File: config.mk
export PLATFORM = sky130hd
export DESIGN_NAME = mlp_layer_sequencer
export DESIGN_NICKNAME = d
export VERILOG_FILES = /design/src/rtl/mlp_pkg.sv /design/src/rtl/mlp_idx_counter.sv /design/src/rtl/mlp_layer_sequencer.sv
export SDC_FILE = /design/constraint.sdc
export NUM_CORES = 1
export LEC_CHECK = 0
export CAP_MARGIN = 0
export CORE_MARGIN = 8
export CORE_UTILIZATION = 35
export CTS_BUF_LIST = sky130_fd_sc_hd__clkbuf_16
export DETAILED_ROUTE_END_ITERATION = 10
export MAX_ROUTING_LAYER = met4
export PLACE_DENSITY = 0.63
export SLEW_MARGIN = 20
export SYNTH_ARGS = -nofsm -noshare
export SYNTH_HDL_FRONTEND = slang
export SYNTH_SLANG_ARGS = --single-unit
File: constraint.sdc
create_clock -name clk -period 2.8 [get_ports clk]
set_clock_uncertainty 0.15 [all_clocks]
set_input_delay 0.28 -clock clk [delete_from_list [all_inputs] [get_ports clk]]
set_output_delay 0.28 -clock clk [all_outputs]
set_load 0.02 [all_outputs]
File: src/rtl/mlp_pkg.sv
// Shared constants and the sequencer state type for the MLP inference datapath.
package mlp_pkg;
    localparam int L0_DEF     = 784;
    localparam int L1_DEF     = 32;
    localparam int L2_DEF     = 32;
    localparam int L3_DEF     = 10;
    localparam int W_AW_DEF   = 15;
    localparam int B_AW_DEF   = 7;
    localparam int ACT_W      = 10;
    localparam int WR_W       = 7;
    localparam int NUM_LAYERS = 3;

    typedef enum logic [1:0] {
        IDLE = 2'd0,
        BEAT = 2'd1,
        NRN  = 2'd2,
        FIN  = 2'd3
    } state_e;
endpackage

File: src/rtl/mlp_idx_counter.sv
// Nested input/neuron counter for one weight layer; both indices wrap to zero after their last value.
module mlp_idx_counter #(
    parameter int FAN_IN  = 2,
    parameter int NEURONS = 2,
    parameter int CW      = 10
) (
    input  logic          clk,
    input  logic          rst,
    input  logic          clr_i,
    input  logic          inc_k_i,
    input  logic          inc_n_i,
    output logic [CW-1:0] k_o,
    output logic          k_last_o,
    output logic          n_last_o
);
    logic [CW-1:0] k_q, k_d, n_q, n_d;

    assign k_o      = k_q;
    assign k_last_o = (k_q == CW'(FAN_IN - 1));
    assign n_last_o = (n_q == CW'(NEURONS - 1));

    always_comb begin
        k_d = k_q;
        n_d = n_q;
        if (clr_i) begin
            k_d = '0;
            n_d = '0;
        end else begin
            if (inc_k_i) k_d = k_last_o ? '0 : k_q + CW'(1);
            if (inc_n_i) n_d = n_last_o ? '0 : n_q + CW'(1);
        end
    end

    always_ff @(posedge clk) begin
        if (rst) begin
            k_q <= '0;
            n_q <= '0;
        end else begin
            k_q <= k_d;
            n_q <= n_d;
        end
    end
endmodule

File: src/rtl/mlp_layer_sequencer.sv
// Walks every (layer, neuron, input) MAC beat of a 3-layer MLP, then hands each finished
// neuron to writeback; a layer's last writeback must complete before the next layer's first beat.
module mlp_layer_sequencer
    import mlp_pkg::*;
#(
    parameter int L0   = L0_DEF,
    parameter int L1   = L1_DEF,
    parameter int L2   = L2_DEF,
    parameter int L3   = L3_DEF,
    parameter int W_AW = W_AW_DEF,
    parameter int B_AW = B_AW_DEF
) (
    input  logic             clk,
    input  logic             rst,
    input  logic             start,
    output logic             busy,
    output logic             done,
    output logic             beat_valid,
    input  logic             beat_ready,
    output logic [W_AW-1:0]  w_addr,
    output logic             act_sel,
    output logic [ACT_W-1:0] act_idx,
    output logic             beat_first,
    output logic             beat_last,
    output logic             nrn_valid,
    input  logic             nrn_ready,
    output logic [B_AW-1:0]  b_addr,
    output logic [WR_W-1:0]  wr_idx,
    output logic [1:0]       layer,
    output logic             relu_en
);
    localparam int CW    = $clog2(L0 + L1 + L2 + L3 + 1);
    localparam int TOT_W = L0 * L1 + L1 * L2 + L2 * L3;
    localparam int WW    = $clog2(TOT_W + 1);
    localparam int NW    = $clog2(L1 + L2 + L3 + 1);

    state_e                           state_q, state_d;
    logic [WW-1:0]                    w_q, w_d;
    logic [NW-1:0]                    nc_q, nc_d;
    logic [1:0]                       layer_q, layer_d;
    logic                             clr, beat_acc, nrn_acc;
    logic [NUM_LAYERS-1:0]            inc_k, inc_n, k_last, n_last;
    logic [NUM_LAYERS-1:0][CW-1:0]    k_arr;
    logic [CW-1:0]                    k_cur;
    logic                             k_last_cur, n_last_cur;

    for (genvar g = 0; g < NUM_LAYERS; g++) begin : g_lyr
        localparam int FAN  = (g == 0) ? L0 : (g == 1) ? L1 : L2;
        localparam int NRNS = (g == 0) ? L1 : (g == 1) ? L2 : L3;
        mlp_idx_counter #(.FAN_IN(FAN), .NEURONS(NRNS), .CW(CW)) u_cnt (
            .clk      (clk),
            .rst      (rst),
            .clr_i    (clr),
            .inc_k_i  (inc_k[g]),
            .inc_n_i  (inc_n[g]),
            .k_o      (k_arr[g]),
            .k_last_o (k_last[g]),
            .n_last_o (n_last[g])
        );
    end

    always_comb begin
        k_cur      = k_arr[0];
        k_last_cur = k_last[0];
        n_last_cur = n_last[0];
        case (layer_q)
            2'd1: begin
                k_cur      = k_arr[1];
                k_last_cur = k_last[1];
                n_last_cur = n_last[1];
            end
            2'd2: begin
                k_cur      = k_arr[2];
                k_last_cur = k_last[2];
                n_last_cur = n_last[2];
            end
            default: ;
        endcase
        for (int i = 0; i < NUM_LAYERS; i++) begin
            inc_k[i] = beat_acc && (layer_q == 2'(i));
            inc_n[i] = nrn_acc && (layer_q == 2'(i));
        end
    end

    always_comb begin
        state_d  = state_q;
        w_d      = w_q;
        nc_d     = nc_q;
        layer_d  = layer_q;
        clr      = 1'b0;
        beat_acc = 1'b0;
        nrn_acc  = 1'b0;
        case (state_q)
            IDLE: if (start) begin
                state_d = BEAT;
                w_d     = '0;
                nc_d    = '0;
                layer_d = '0;
                clr     = 1'b1;
            end
            BEAT: if (beat_ready) begin
                beat_acc = 1'b1;
                w_d      = w_q + WW'(1);
                if (k_last_cur) state_d = NRN;
            end
            NRN: if (nrn_ready) begin
                nrn_acc = 1'b1;
                nc_d    = nc_q + NW'(1);
                state_d = BEAT;
                if (n_last_cur) begin
                    if (layer_q == 2'd2) state_d = FIN;
                    else                 layer_d = layer_q + 2'd1;
                end
            end
            FIN:     state_d = IDLE;
            default: state_d = IDLE;
        endcase
    end

    always_ff @(posedge clk) begin
        if (rst) begin
            state_q <= IDLE;
            w_q     <= '0;
            nc_q    <= '0;
            layer_q <= '0;
        end else begin
            state_q <= state_d;
            w_q     <= w_d;
            nc_q    <= nc_d;
            layer_q <= layer_d;
        end
    end

    // Outputs are forced low while rst is asserted, even before the first clock edge.
    always_comb begin
        busy       = 1'b0;
        done       = 1'b0;
        beat_valid = 1'b0;
        nrn_valid  = 1'b0;
        w_addr     = '0;
        act_sel    = 1'b0;
        act_idx    = '0;
        beat_first = 1'b0;
        beat_last  = 1'b0;
        b_addr     = '0;
        wr_idx     = '0;
        layer      = '0;
        relu_en    = 1'b0;
        if (!rst) begin
            busy       = (state_q == BEAT) || (state_q == NRN);
            done       = (state_q == FIN);
            beat_valid = (state_q == BEAT);
            nrn_valid  = (state_q == NRN);
            w_addr     = W_AW'(w_q);
            act_sel    = (layer_q != 2'd0);
            act_idx    = ACT_W'(k_cur + ((layer_q == 2'd2) ? CW'(L1) : '0));
            beat_first = (state_q == BEAT) && (k_cur == '0);
            beat_last  = (state_q == BEAT) && k_last_cur;
            b_addr     = B_AW'(nc_q);
            wr_idx     = WR_W'(nc_q);
            layer      = layer_q;
            relu_en    = (layer_q != 2'd2);
        end
    end
endmodule

# Word-level counts from Yosys, hierarchy flattened
# Cells that the tools add are included.
# word_totals
register_bits	86
output_inout_bits	49
elab_cells	104
# op_classes
addsub	10
n_eq_ne	18
n_mux	46
n_reduce_logical	20
# op_table
op	n
10-bit two-way mux	7
10-bit by 1-bit adder with 10-bit output, second input constant	6
15-bit two-way mux	3
10-bit by 5-bit equality test with 1-bit output, second input constant	4
15-bit case mux with 2 select lines	1
2-bit two-way mux	11
7-bit two-way mux	3
10-bit case mux with 2 select lines	1
15-bit by 1-bit adder with 15-bit output, second input constant	1
1-bit two-way mux	14
2-bit inequality test, second input constant	7
7-bit case mux with 2 select lines	1
10-bit by 6-bit adder with 10-bit output	1
10-bit equality test, second input constant	1
10-bit by 4-bit equality test with 1-bit output, second input constant	1
10-bit logical NOT	1
1-bit logical AND	8
2-bit case mux with 4 select lines	1
7-bit by 1-bit adder with 7-bit output, second input constant	1
2-bit equality test, second input constant	3
6-bit two-way mux	1
3-bit AND reduction	2
2-bit nonzero test	3
5-bit AND reduction	1
8 further kinds	11

# Longest topological paths before layout
# depth
ltp_word	5
mapped_depth	10
mapped_depth_nobuf	9

# Hierarchy
# Synthesis repeated with hierarchy kept, for this count alone.
# hier_totals
hier_cells	591
area_unflattened_um2	4878.4
# by_module_without_submodules
mod	instances	cells_per_inst	area_per_inst_um2	seq_area_each_um2
mlp_layer_sequencer	1	284	2137.0	520.5
mlp_idx_counter at g_lyr[2].u_cnt	1	104	920.9	400.4
mlp_idx_counter at g_lyr[0].u_cnt	1	103	919.6	400.4
mlp_idx_counter at g_lyr[1].u_cnt	1	100	900.9	400.4

# Least setup slack after synthesis
# No wires, ideal clock.
# synth_timing
path_kind	register to output
startpoint	reg layer_q[0]
endpoint	out act_idx[9]
arrival_time_ns	2.136
required_ns	2.370
path_slack_ns	0.234
stages_incl_launch_ff	11
cell_sequence	dfxtp_1 inv_1 ha_1 clkbuf_1 nor2_1 a21oi_1 ha_1 ha_1 o2111ai_1 xnor2_1 nor2_1
# synth_via
elab_chain_len	4
# synth_lines
element	line_no	text
start: declaration	mlp_layer_sequencer.sv:40	logic [1:0] layer_q, layer_d;
start signal: assignment	mlp_layer_sequencer.sv:130	layer_q <= layer_d;
2-bit equality test / 2-bit by 1-bit equality test with 1-bit output (equally long branches)	mlp_layer_sequencer.sv:66, mlp_layer_sequencer.sv:156	
10-bit case mux with 2 select lines / 6-bit two-way mux (equally long branches)	mlp_layer_sequencer.sv:66, mlp_layer_sequencer.sv:156	
10-bit by 6-bit adder with 10-bit output *	mlp_layer_sequencer.sv:156	act_idx = ACT_W'(k_cur + ((layer_q == 2'd2) ? CW'(L1) : '0));
10-bit two-way mux *	mlp_layer_sequencer.sv:149	if (!rst) begin
end: declaration	mlp_layer_sequencer.sv:22	output logic [ACT_W-1:0] act_idx,
# Every way passes the cells marked *; elsewhere a longest branch is shown, timed or not.

# Final worst setup path
# Same ends and word-level chain as after synthesis.

==> flow_metrics.tcl <==
set metrics [dict create \
    rows 42 \
    seqCellArea_um2 1722 \
    crit_family "adder cells" \
    worst_pin_slew_ps 639.3 \
    antenna_found_initial 0 \
    status "finished, final reports clean" \
    setup_tns_ps 0 \
    hp-class "input pin to register" \
    syn_inst 592 \
    layout.nets 691 \
    grt_overflow 0 \
    layout-drive-gt1-share_pct 11.61 \
    dieWidth_um 132.8 \
    yosysUniqueCellTypes 57 \
    slowest_stage "dfxtp_1" \
    ys.flop_type "dfxtp_1" \
    fmax_mhz 376.8 \
    dp_hpwl_um 8915 \
    async_reset_ff_share_pct 0 \
    path_buf_inv 2 \
    grt_pass1_vias 4254 \
    avgSynthCellArea_um2 8.061 \
    synthesis.nets 616 \
    wl_um 11920 \
    die-area_um2 17630 \
    seq_area_frac_synth_pct 36.08 \
    synth_seq_cells 86 \
    worstPathCellList "buf_4 -> ha_2 -> a22oi_2 -> a21oi_2 -> ha_1 -> ha_1 -> o2111ai_1 -> xnor2_1 -> nor2_1 -> buf_2" \
    grt_usage_pct 14.11 \
    portBuffers 53 \
    fill_cells 1337 \
    multi_input_area_um2 2872 \
    p_leak_nw 2.190 \
    synthSimpleGateAreaFrac_pct 32.49 \
    synth_warnings 0 \
    cts_tree "done" \
    hold_viol_final 0 \
    ir_drop_mv 0.2365 \
    clock_sinks 86 \
    post-route-min-period_ps 2654 \
    via_count 4254 \
    firstDrtPassIters 4 \
    worstSetupPathType "register to output port" \
    post-route-drc-count 0 \
    cp_common_cell "ha_1" \
    start_kind "register" \
    grt_max_degree 46 \
    synthMuxAreaShare_pct 0.8390 \
    worstPathArrival_ps 2220 \
    required_ps 2370 \
    cts_buffers 9 \
    die_h_um 132.8 \
    slew_headroom_pct 57.10 \
    post-place-ws_ps -56.72 \
    core_um2 13300 \
    gp_congestion 0.8332 \
    powerDensity_nw_per_um2 501.3 \
    antennaDiodeCount 0 \
    wl_per_cell_um 14.06 \
    fin_ws_ps 145.8 \
    synth-xor-area-share_pct 12.30 \
    grt_pass1_wl_um 20200 \
    synth_top_family_by_area "simple AND/OR/NAND/NOR gates" \
    fin_crit_sh_pct 94.79 \
    clk_pin_slew_ps 70 \
    yosys.area_share.adder_pct 4.982 \
    clockRootBuffer "clkbuf_16" \
    cts_setup_buffers 0 \
    setup_viol 0 \
    synth_area_um2 4772 \
    vias_per_cell 5.017 \
    synth_compound_area_share_pct 8.941 \
    start_util_pct 35.89 \
    path_max_fanout 4 \
    ant_nets 0 \
    maxCapViolCount 0 \
    setup.worst_path.end_class "output port" \
    synth_edf_count 0 \
    htree_levels 3 \
    clk_latency_ps 350 \
    io_pins 54 \
    critPathMaxStageDelay_ps 320 \
    slew_viol_final 0 \
    area_growth_pct 24.36 \
    cts_buffer_depth 2 \
    drtIter0Drc 271 \
    rsz0062_at_grt "false" \
]
-- cell type report --
| class | instances | area share, % |
|---|---|---|
| clock buffer | 9 | 3.795 |
| clock inverter | 7 | 0.9488 |
| inverter | 14 | 1.117 |
| multi-input combinational | 465 | 48.39 |
| sequential | 86 | 29.01 |
| tap | 176 | 3.711 |
| timing repair buffer | 91 | 13.03 |
-- where the power goes --
part / internal (W) / switching, W / total, W
clock network: 0.000610 / 0.000528 / 0.00114
registers: 0.00124 / 0.0000248 / 0.00127
logic: 0.000203 / 0.000366 / 0.000569
-- flip-flops by register name (all words and copies together), names as in the netlist --
signal / flops
nc_q: 7
g_lyr.u_cnt.k_o: 30
state_q: 2
w_q: 15
layer_q: 2
g_lyr.u_cnt.n_q: 30
-- tightest hold or removal path, delay by kind of cell --
kind | cells | cell delay, ps
AND/OR/NAND/NOR | 3 | 230
buffers and inverters | 1 | 110
-- kinds of logic (layout without fill, tap and decap cells) --
group | after synthesis | in the layout
adder cells (fa/ha/maj) | 19 | 19
buffers and inverters | 41 | 121
AO/OA/AOI/OAI | 64 | 64
AND/OR/NAND/NOR | 311 | 311
flip-flops | 86 | 86
multiplexers | 4 | 4
XOR/XNOR | 67 | 67
-- Yosys cell counts (3+ instances only) --
cell type  instances  area share, %
a21oi_1           25            2.6
a22oi_1           11            1.7
and2_1             5           0.66
and3_1            19            2.5
and4_1             3           0.55
buf_4              9            1.4
clkbuf_1          15            1.2
dfxtp_1           86             36
ha_1              19            5.0
inv_1             13            1.0
mux2i_1            4           0.84
nand2_1           47            3.7
nand2b_1           4           0.52
nand3_1           39            4.1
nand4_1           16            2.1
nor2_1           112            8.8
nor2b_1           28            3.7
nor3_1            11            1.2
nor4_1             3           0.39
o21ai_0            8           0.84
o21ai_1            4           0.42
or3_1              4           0.52
xnor2_1           25            4.6
xor2_1            42            7.7
-- placed cells by master, fill, tap and decap left out, drive strengths merged, types with 6 or more instances in the layout --
cell type and count:
xor2 42, nand2 47, clkdlybuf4s50 40, nor2b 28
dlygate4sd2 6, clkbuf 12, nor3 11, dfxtp 86
a21oi 25, and3 19, xnor2 25, a22oi 11
ha 19, nor2 112, and2 7, o21ai 12
nand4 16, nand3 39, buf 42, inv 15
-- what timing repair did --
action                                 in CTS  in global routing
hold buffers                                0                  0
endpoints found under the hold margin       0                  0
setup endpoints to repair                  12                  7
pin swaps                                   1                  0
resized for setup                          25                 10
-- metrics by stage --
stage	cells	power (W)	utilization [%]	instance area [µm²]	hold WS, ps
after global placement	832	0.001861	42.57	5660	310.4
after floorplan	592	0.001667	-	4772	298.8
after CTS	848	0.003019	44.66	5938	154.0
after global routing	848	0.003122	44.64	5934	175.7
after detailed placement	832	0.001866	42.57	5660	339.2
final	848	0.002975	44.64	5934	161.3
-- final timing paths --
kind	start	end	slack (ps)	depth (start not counted)
min reg2reg	g_lyr[0].u_cnt.n_q[1]$_SDFFE_PP0P_	g_lyr[0].u_cnt.n_q[1]$_SDFFE_PP0P_	350	2
max	layer_q[0]$_SDFFE_PP0P_	act_idx[9]	150	10
min	rst	w_q[1]$_SDFFE_PP0P_	160	4
max reg2reg	state_q[1]$_SDFFE_PP0P_	w_q[11]$_SDFFE_PP0P_	380	8
-- layer usage --
metal / global-route usage, % / share of wire (%) / vias up
met2: 23.33 / 47 / 80
met1: 16.43 / 47 / 1992
met5: - / 0 / -
met3: 3.558 / 4.7 / 13
li1: - / - / 2169
met4: 4.606 / 1.5 / 0
Power figures use the tool's default switching activity.
